[src/rtl/slap_video_mixer_pkg.sv]
// Shared widths, layer-select encodings and palette-index helper for slap_video_mixer.
package slap_video_mixer_pkg;

  localparam int PIX_W = 8;
  localparam int IDX_W = 8;
  localparam int COL_W = 4;
  localparam int CNT_W = 4;

  localparam logic [1:0] FG_BANK = 2'b11;

  localparam logic [1:0] SEL_BG   = 2'd0;
  localparam logic [1:0] SEL_SPR  = 2'd1;
  localparam logic [1:0] SEL_FG   = 2'd2;
  localparam logic [1:0] SEL_NONE = 2'd3;

  localparam logic [IDX_W-1:0] DN_ADDR_MASK = 8'hFF;

  // Palette index of the winning layer; no layer selected maps to address 0.
  function automatic logic [IDX_W-1:0] pal_index(input logic [1:0] sel,
                                                 input logic [PIX_W-1:0] fg,
                                                 input logic [PIX_W-1:0] spr,
                                                 input logic [PIX_W-1:0] bg);
    case (sel)
      SEL_FG:  pal_index = {FG_BANK, fg[7:2]};
      SEL_SPR: pal_index = spr;
      SEL_BG:  pal_index = bg;
      default: pal_index = 8'h00;
    endcase
  endfunction

endpackage

[src/rtl/slap_video_mixer_palette_prom_4x256.sv]
// 256x4 downloadable colour PROM with a registered read port.
module palette_prom_4x256
  import slap_video_mixer_pkg::*;
(
  input  logic             clk,
  input  logic             rst_n,
  input  logic             we,
  input  logic [IDX_W-1:0] waddr,
  input  logic [COL_W-1:0] wdata,
  input  logic             re,
  input  logic [IDX_W-1:0] raddr,
  output logic [COL_W-1:0] rdata
);

  logic [COL_W-1:0] mem_r [256];

  // Download write port; the storage itself is not reset.
  always_ff @(posedge clk) begin
    if (we) begin
      mem_r[waddr] <= wdata;
    end
  end

  // Registered read; a colliding write is seen only by the following read.
  always_ff @(posedge clk or negedge rst_n) begin
    if (!rst_n) begin
      rdata <= 4'h0;
    end else if (re) begin
      rdata <= mem_r[raddr];
    end
  end

endmodule

[src/rtl/slap_video_mixer.sv]
// Sprite/FG/BG priority mixer with RGB444 palette lookup and line-start sprite mask.
// Optional per-layer enables when MIXER_LAYER_MASK_EN is defined.
module slap_video_mixer
  import slap_video_mixer_pkg::*;
#(
  parameter int SPR_MASK_PIX = 8,
  parameter int PIPE_LAT     = 3
) (
  input  logic        master_clk,
  input  logic        nRESET,
  input  logic        pixel_ce,
  input  logic [7:0]  SPR_PIX,
  input  logic [7:0]  FG_PIX,
  input  logic [7:0]  BG_PIX,
  input  logic        HBLANK,
  input  logic        VBLANK,
  input  logic [24:0] dn_addr,
  input  logic [7:0]  dn_data,
  input  logic        dn_wr,
  input  logic        palr_cs_i,
  input  logic        palg_cs_i,
  input  logic        palb_cs_i,
`ifdef MIXER_LAYER_MASK_EN
  input  logic [2:0]  LAYER_EN,
`endif
  input  logic        DL_ACTIVE,
  output logic [3:0]  RED,
  output logic [3:0]  GREEN,
  output logic [3:0]  BLUE,
  output logic        BLANK_OUT
);

  localparam logic [CNT_W-1:0] MASK_LOAD = CNT_W'(SPR_MASK_PIX);

  if (PIPE_LAT != 3) begin : g_bad_pipe_lat
    $error("slap_video_mixer: PIPE_LAT is fixed at 3");
  end

  logic [1:0]       rst_sync_r;
  logic             rst_n_s;
  logic [2:0]       layer_in_s;
  logic [PIX_W-1:0] s1_spr_r, s1_fg_r, s1_bg_r;
  logic             s1_blank_r, s1_hblank_r;
  logic [2:0]       s1_layer_r;
  logic [CNT_W-1:0] mask_cnt_r;
  logic             hb_fall_s;
  logic [1:0]       sel_s;
  logic [IDX_W-1:0] idx_s;
  logic             s2_blank_r;
  logic [2:0]       cs_s;
  logic             one_cs_s, wr_ok_s;
  logic [IDX_W-1:0] dn_waddr_s;
  logic [COL_W-1:0] red_q_s, green_q_s, blue_q_s;
  logic             unused_dn_s;

`ifdef MIXER_LAYER_MASK_EN
  assign layer_in_s = LAYER_EN;
`else
  assign layer_in_s = 3'b111;
`endif

  // Reset synchronizer: asserts immediately, releases on master_clk.
  always_ff @(posedge master_clk or negedge nRESET) begin
    if (!nRESET) begin
      rst_sync_r <= 2'b00;
    end else begin
      rst_sync_r <= {rst_sync_r[0], 1'b1};
    end
  end
  assign rst_n_s = rst_sync_r[1];

  // Stage 1: capture layer pixels and blanking.
  always_ff @(posedge master_clk or negedge rst_n_s) begin
    if (!rst_n_s) begin
      s1_spr_r    <= 8'h00;
      s1_fg_r     <= 8'h00;
      s1_bg_r     <= 8'h00;
      s1_blank_r  <= 1'b1;
      s1_hblank_r <= 1'b1;
      s1_layer_r  <= 3'b000;
    end else if (pixel_ce) begin
      s1_spr_r    <= SPR_PIX;
      s1_fg_r     <= FG_PIX;
      s1_bg_r     <= BG_PIX;
      s1_blank_r  <= HBLANK | VBLANK;
      s1_hblank_r <= HBLANK;
      s1_layer_r  <= layer_in_s;
    end
  end

  assign hb_fall_s = s1_hblank_r & ~HBLANK;

  // Line-start sprite mask: reload on HBLANK fall (wins over decrement), saturate at 0.
  always_ff @(posedge master_clk or negedge rst_n_s) begin
    if (!rst_n_s) begin
      mask_cnt_r <= MASK_LOAD;
    end else if (pixel_ce) begin
      if (hb_fall_s) begin
        mask_cnt_r <= MASK_LOAD;
      end else if (mask_cnt_r != 4'd0) begin
        mask_cnt_r <= mask_cnt_r - 4'd1;
      end
    end
  end

  // Fixed priority FG > unmasked SPR > BG.
  always_comb begin
    sel_s = SEL_NONE;
    if (s1_layer_r[0] && (s1_fg_r[1:0] != 2'b00)) begin
      sel_s = SEL_FG;
    end else if (s1_layer_r[1] && (s1_spr_r[3:0] != 4'h0) && (mask_cnt_r == 4'd0)) begin
      sel_s = SEL_SPR;
    end else if (s1_layer_r[2]) begin
      sel_s = SEL_BG;
    end else begin
      sel_s = SEL_NONE;
    end
    idx_s = pal_index(sel_s, s1_fg_r, s1_spr_r, s1_bg_r);
  end

  // Stage 2: blank carried alongside the PROM read of idx_s.
  always_ff @(posedge master_clk or negedge rst_n_s) begin
    if (!rst_n_s) begin
      s2_blank_r <= 1'b1;
    end else if (pixel_ce) begin
      s2_blank_r <= s1_blank_r;
    end
  end

  assign cs_s        = {palr_cs_i, palg_cs_i, palb_cs_i};
  assign one_cs_s    = (cs_s == 3'b100) || (cs_s == 3'b010) || (cs_s == 3'b001);
  assign wr_ok_s     = dn_wr & one_cs_s;
  assign dn_waddr_s  = dn_addr[7:0] & DN_ADDR_MASK;
  assign unused_dn_s = ^{dn_addr[24:8], dn_data[7:4]};

  palette_prom_4x256 u_prom_r (
    .clk(master_clk), .rst_n(rst_n_s), .we(wr_ok_s & palr_cs_i), .waddr(dn_waddr_s),
    .wdata(dn_data[3:0]), .re(pixel_ce), .raddr(idx_s), .rdata(red_q_s)
  );
  palette_prom_4x256 u_prom_g (
    .clk(master_clk), .rst_n(rst_n_s), .we(wr_ok_s & palg_cs_i), .waddr(dn_waddr_s),
    .wdata(dn_data[3:0]), .re(pixel_ce), .raddr(idx_s), .rdata(green_q_s)
  );
  palette_prom_4x256 u_prom_b (
    .clk(master_clk), .rst_n(rst_n_s), .we(wr_ok_s & palb_cs_i), .waddr(dn_waddr_s),
    .wdata(dn_data[3:0]), .re(pixel_ce), .raddr(idx_s), .rdata(blue_q_s)
  );

  // Stage 3: blanked or download-suppressed colour output.
  always_ff @(posedge master_clk or negedge rst_n_s) begin
    if (!rst_n_s) begin
      RED       <= 4'h0;
      GREEN     <= 4'h0;
      BLUE      <= 4'h0;
      BLANK_OUT <= 1'b1;
    end else if (pixel_ce) begin
      BLANK_OUT <= s2_blank_r;
      if (s2_blank_r || DL_ACTIVE) begin
        RED   <= 4'h0;
        GREEN <= 4'h0;
        BLUE  <= 4'h0;
      end else begin
        RED   <= red_q_s;
        GREEN <= green_q_s;
        BLUE  <= blue_q_s;
      end
    end
  end

endmodule

[config.mk]
export PLATFORM = sky130hd
export DESIGN_NAME = slap_video_mixer
export DESIGN_NICKNAME = d
export VERILOG_FILES = /design/src/rtl/slap_video_mixer_pkg.sv /design/src/rtl/slap_video_mixer_palette_prom_4x256.sv /design/src/rtl/slap_video_mixer.sv
export SDC_FILE = /design/constraint.sdc
export NUM_CORES = 2
export LEC_CHECK = 0
export CAP_MARGIN = 15
export CELL_PAD_IN_SITES_DETAIL_PLACEMENT = 1
export CELL_PAD_IN_SITES_GLOBAL_PLACEMENT = 1
export CORE_MARGIN = 5
export CORE_UTILIZATION = 59
export DETAILED_ROUTE_END_ITERATION = 10
export PLACE_DENSITY = 0.91
export SYNTH_ARGS = -nofsm -noshare
export SYNTH_HDL_FRONTEND = slang
export SYNTH_SLANG_ARGS = --single-unit
[constraint.sdc]
create_clock -name master_clk -period 4.1 [get_ports master_clk]
set_input_delay 0.615 -clock master_clk [delete_from_list [all_inputs] [get_ports master_clk]]
set_output_delay 0.615 -clock master_clk [all_outputs]
set_load 0.02 [all_outputs]
==> flow_summary.toml, run 1 <==
[floorplan]
design.portCount = 80
initial_utilization_pct = 59.2
die-width_um = 468
rows = 168
floorplan.die.height_um = 468

[grt]
grt_overflow = 93
grt_use_total_pct = 75.4
grt_max_degree = 132
antenna_violations_before_repair = 148

[synthesis]
sequential_area_share_after_synthesis_pct = 75.7
synth_top_family_by_area = "multiplexers"
postSynthNetCount = 7225
syn-mean-instance-area_um2 = 17.3
ys_ff_latch = 3131
synth-edff-count = 3072
postSynthCellCount = 7156
synthesis.yosys.warnings = 0
netlist_area_mm2 = 0.124
post_synth_and_or_nand_nor_area_fraction_pct = 7.23
yosys.area_share.xor_xnor_pct = 0
fraction_of_synthesized_cell_area_taken_by_the_top_area_cell_type_pct = 74.6
synth.mux.area_fraction_pct = 11.4
synthDominantAreaCellType = "edfxtp_1"
synthTopCellsByArea = "edfxtp_1 (75%), mux4_2 (9.9%), nor2_1 (2.5%)"
synth_compound_area_share_pct = 3.66
share_of_synthesized_registers_carrying_an_async_set_or_reset_pct = 1.88
synthDistinctLibCells = 76
post_synth_fa_ha_maj_area_fraction_pct = 0.0202
yosys_most_used_dff = "edfxtp_1"

[placement]
io_buffers = 58
dp_worst_setup_slack_ns = -1.00
gp_routability_congestion = 0.915
place_hpwl_um = 277000
placedInstanceArea_mm2 = 0.132

[clocking]
cts_root_buf = "clkbuf_16"
ctsHtreeMaxLevel = 5
clock_path_buffers = 4
cts_sinks = 3131
cts_inserted_buffers = 317

[outcome]
failed_stage = "global routing (5_1_grt)"
status = "stopped before the end"
firstError = "[ERROR GRT-0232] Routing congestion too high. Check the congestion heatmap in the GUI."

[timing]
worstEndpointType = "sequential cell input"
grt_worst_endpoint = "u_prom_r.rdata[1]$_DFFE_PN0P_/D"
-- routing by layer --
layer	GRT overflow	track usage [%]
met3	2	69.2
met2	43	86.6
met4	45	72.5
met1	3	72.6
met5	0	53.5
-- logic make-up after synthesis --
group | count (synthesis)
fa+ha+maj | 2
other cells | 1
mux | 728
simple gates | 2151
compound gates | 650
flops | 3131
buf+inv | 493
-- cells in the mapped netlist (14+ instances only) --
| library cell | instances |
|---|---|
| buf_2 | 144 |
| a32oi_1 | 17 |
| a31oi_1 | 50 |
| nand2_1 | 819 |
| o2111ai_1 | 14 |
| a22o_1 | 23 |
| dfrtp_1 | 54 |
| nand4_1 | 49 |
| mux4_2 | 545 |
| mux2i_1 | 138 |
| buf_1 | 47 |
| a211o_1 | 15 |
| nand3_1 | 266 |
| clkbuf_1 | 233 |
| o32ai_1 | 19 |
| nor3_1 | 64 |
| buf_4 | 38 |
| mux2_2 | 45 |
| edfxtp_1 | 3072 |
| o21ai_0 | 58 |
| a221oi_1 | 33 |
| buf_6 | 22 |
| nor4_1 | 35 |
| a22oi_1 | 55 |
| a21oi_1 | 118 |
| o22ai_1 | 105 |
| nor2_1 | 839 |
| and3_1 | 21 |
-- metrics by stage --
stage / hold slack, ns / instances
after CTS: 0.141 / 10746
after detailed placement: 0.307 / 10120
after global placement: 0.300 / 10120
after floorplan: 0.319 / 7156
-- repair_timing --
item / CTS
setup endpoints to repair: 12
hold endpoints to repair: 2
hold buffers: 1
pin swaps: 53
gates resized for setup: 291
setup buffers: 58
gates cloned: 14
==> inputs of run 2 (changes only) <==
--- a/config.mk
+++ b/config.mk
@@ -6,12 +6,10 @@
 export NUM_CORES = 2
 export LEC_CHECK = 0
 export CAP_MARGIN = 15
-export CELL_PAD_IN_SITES_DETAIL_PLACEMENT = 1
-export CELL_PAD_IN_SITES_GLOBAL_PLACEMENT = 1
 export CORE_MARGIN = 5
-export CORE_UTILIZATION = 59
+export CORE_UTILIZATION = 40
 export DETAILED_ROUTE_END_ITERATION = 10
-export PLACE_DENSITY = 0.91
+export PLACE_DENSITY_LB_ADDON = 0.15
 export SYNTH_ARGS = -nofsm -noshare
 export SYNTH_HDL_FRONTEND = slang
 export SYNTH_SLANG_ARGS = --single-unit
==> run 2 against run 1 <==
  * Synthesized area stayed put
  * Synthesized cell count stayed put
  * The run now ends clean
==> flow_summary.toml, run 2 <==
[outcome]
status = "completed"

[critical_path]
worst_r2r_path_depth = 13
crit_path_cells = "or4_1 -> buf_4 -> a211oi_1 -> buf_4 -> or2_4 -> buf_4 -> buf_6 -> nor2_1 -> a221o_1 -> nor3_2 -> buf_4 -> nor4_4 -> a221o_1"
crit_path_frequent_cell = "buf_4"
rr_startpoint = "s1_spr_r[0]$_DFFE_PN0P_"
timing.rr.end = "u_prom_r.rdata[3]$_DFFE_PN0P_"
timing.critical_path.fanout_max = 21
ff2ff_setup_slack_ns = 0.07
critical_path.startpoint_type = "register"
cp_slowest_cell = "or4_1"
critical_path_start_end_classification = "reg2reg"
cp_data_required_time_ns = 4.95
worst-endpoint-arrival_ns = 4.88
crit_path_max_incr_delay_ns = 0.68
critical_path.endpoint_type = "register"

[timing]
timing.final.ws_setup_ns = 0.0681
timing.slew.headroom_pct = 18.7
final_min_period_over_clock_period_pct = 98.3
final-hold-violation-count = 0
whs_ns = 0.124
fin_tns_setup_ns = 0
fin_worst_skew_ns = 0.0689
worst-slew-pin-transition_ns = 1.21
final_max_slew_viol_count = 0
final.min_clock_period_ns = 4.03
report.final.setup_viol = 0
max_freq_ghz = 0.248
rsz_0062_raised_after_global_routing = "true"

[synthesis]
yosys_most_used_dff = "edfxtp_1"
postSynthCellCount = 7156
synth.top_cells.by_count = "edfxtp_1 (3072), nor2_1 (839), nand2_1 (819), mux4_2 (545), nand3_1 (266)"
most_frequently_used_cell_type_in_the_post_synthesis_netlist = "edfxtp_1"
fraction_of_synthesized_cell_area_taken_by_the_top_area_cell_type_pct = 74.6
synthDistinctLibCells = 76
synthTopCellsByArea = "edfxtp_1 (75%), mux4_2 (9.9%), nor2_1 (2.5%)"
ys_ff_latch = 3131
synthDominantAreaCellType = "edfxtp_1"
netlist_area_mm2 = 0.124
sequential_area_share_after_synthesis_pct = 75.7
postSynthNetCount = 7225
synthesis.yosys.warnings = 0
syn-mean-instance-area_um2 = 17.3
synth-edff-count = 3072
share_of_synthesized_registers_carrying_an_async_set_or_reset_pct = 1.88

[final_layout]
syn2layout_area_growth_pct = 18.6
final_nets = 7862
regArea_mm2 = 0.0937
most_common_library_cell_in_the_layout_ignoring_fill_and_taps = "edfxtp_1"
proportion_of_layout_cells_with_a_drive_suffix_above_1_pct = 24.1
layout_top_registers = "u_prom_b.mem_r: 1024 flops, u_prom_g.mem_r: 1024 flops, u_prom_r.mem_r: 1024 flops"
multi_input_area_mm2 = 0.0286
most-common-layout-cells = "edfxtp_1 (3072), nor2_1 (820), nand2_1 (808), buf_4 (553), mux4_2 (545)"
n_fill_cell = 26252

[floorplan]
die_area_mm2 = 0.321
floorplan.die.height_um = 566
rows = 204
initial_utilization_pct = 40.1
design.portCount = 80
die-width_um = 566
core-area_mm2 = 0.308

[power]
report.power.total_mw = 80.2
vdd_drop_max_mv = 0.379
p_per_area_mw_per_mm2 = 547
p_leak_nw = 47.0

[placement]
place_hpwl_um = 249000
io_buffers = 58
gp_routability_congestion = 0.856
dp_worst_setup_slack_ns = -0.724

[route]
drtIter0Drc = 8779
total_routed_length_um = 385000
drt-vias-per-instance = 5.80
drt-pass1-iter-count = 7
antenna_violating_nets_post_route = 0
drc_errors = 0
route.vias.total = 70731
avgRoutedWirePerCell_um = 31.5

[grt]
grt_max_degree = 149
grt_overflow = 0
grt_use_total_pct = 23.3
antenna_violations_before_repair = 28
number_of_global_route_vias_before_repair = 70631
grt_pass1_wl_um = 539000

[clocking]
clkSlewWorstSetupHoldPaths_ns = 0.06
ctsHtreeMaxLevel = 5
tritoncts = "yes"
clock_latency_ns = 0.96
cts_inserted_buffers = 336
cts_root_buf = "clkbuf_16"
cts_sinks = 3131
clock_path_buffers = 4

[run]
max_cap_viol_count = 0

[min_path]
hold_path_depth = 1
worstHoldStart = "dn_data[0]"
worstHoldEndpoint = "u_prom_r.mem_r[181][0]$_DFFE_PP_"
hold_path.class = "in2reg"
run 2: cell counts after synthesis:
No cell type changed its count.
run 2: critical path: cells and delay by family, from the launching register on:
family          cells  cell delay (ns)
flops               1             0.38
compound gates      3             0.90
buf+inv             5             1.20
simple gates        5             1.42
run 2: layout make-up:
class,count,area share [%]
Tap cell,4120,3.51
Antenna cell,13,0.0222
Multi-Input combinational cell,3532,19.5
Clock buffer,423,6.15
Sequential cell,3131,63.9
Clock inverter,191,1.32
Timing Repair Buffer,783,5.60
Inverter,9,0.0230
run 2: worst max path at each step:
stage                              startpoint                            end  slack, ns  cells past startpoint
CTS                 mask_cnt_r[0]$_DFFE_PN0P_  u_prom_g.rdata[3]$_DFFE_PN0P_      -0.03                     16
global route        mask_cnt_r[0]$_DFFE_PN0P_  u_prom_b.rdata[3]$_DFFE_PN0P_      -0.02                     16
finish                s1_spr_r[0]$_DFFE_PN0P_  u_prom_r.rdata[3]$_DFFE_PN0P_       0.07                     13
floorplan           mask_cnt_r[0]$_DFFE_PN0P_  u_prom_r.rdata[3]$_DFFE_PN0P_       0.67                     14
global placement    mask_cnt_r[0]$_DFFE_PN0P_  u_prom_r.rdata[3]$_DFFE_PN0P_      -0.65                     16
detailed placement  mask_cnt_r[1]$_DFFE_PN0P_  u_prom_g.rdata[0]$_DFFE_PN0P_      -0.72                     17
run 2: cells by family after synthesis:
family          Yosys count  share of synthesized area, %
compound gates          650                          3.66
buf+inv                 493                          1.89
flops                  3131                          75.7
mux                     728                          11.4
simple gates           2151                          7.23
other cells               1                       0.00303
fa+ha+maj                 2                        0.0202
run 2: per-layer routing:
metal / GRT usage (%) / vias to the layer above / part of all wire [%]
li1: - / 29586 / -
met1: 33.4 / 37381 / 42
met2: 37.1 / 3205 / 47
met3: 3.55 / 557 / 7.8
met4: 6.79 / 2 / 3.2
met5: 0 / - / 0.0036
run 2: report_power, final:
group | total [mW] | internal, mW | switching (mW)
clock network | 30.3 | 17.5 | 12.8
registers | 35.6 | 35.3 | 0.318
logic | 14.3 | 6.05 | 8.27
total | 80.2 | 58.8 | 21.4
run 2: metrics by stage:
step                area (µm²)  util, %  std cells
finish                  147000     47.6      12202
global route            147000     47.6      12191
CTS                     146000     47.4      12160
detailed placement      134000     43.5      11516
global placement        134000     43.5      11516
floorplan               124000        -       7156
run 2: repair_timing:
action,in CTS,in global routing
resized for setup,83,63
endpoints found under the hold margin,2,0
buffers inserted,23,27
setup endpoints to repair,12,12
hold buffers,1,0
pin swaps,26,22
gates cloned,8,5
Power figures use the tool's default switching activity.
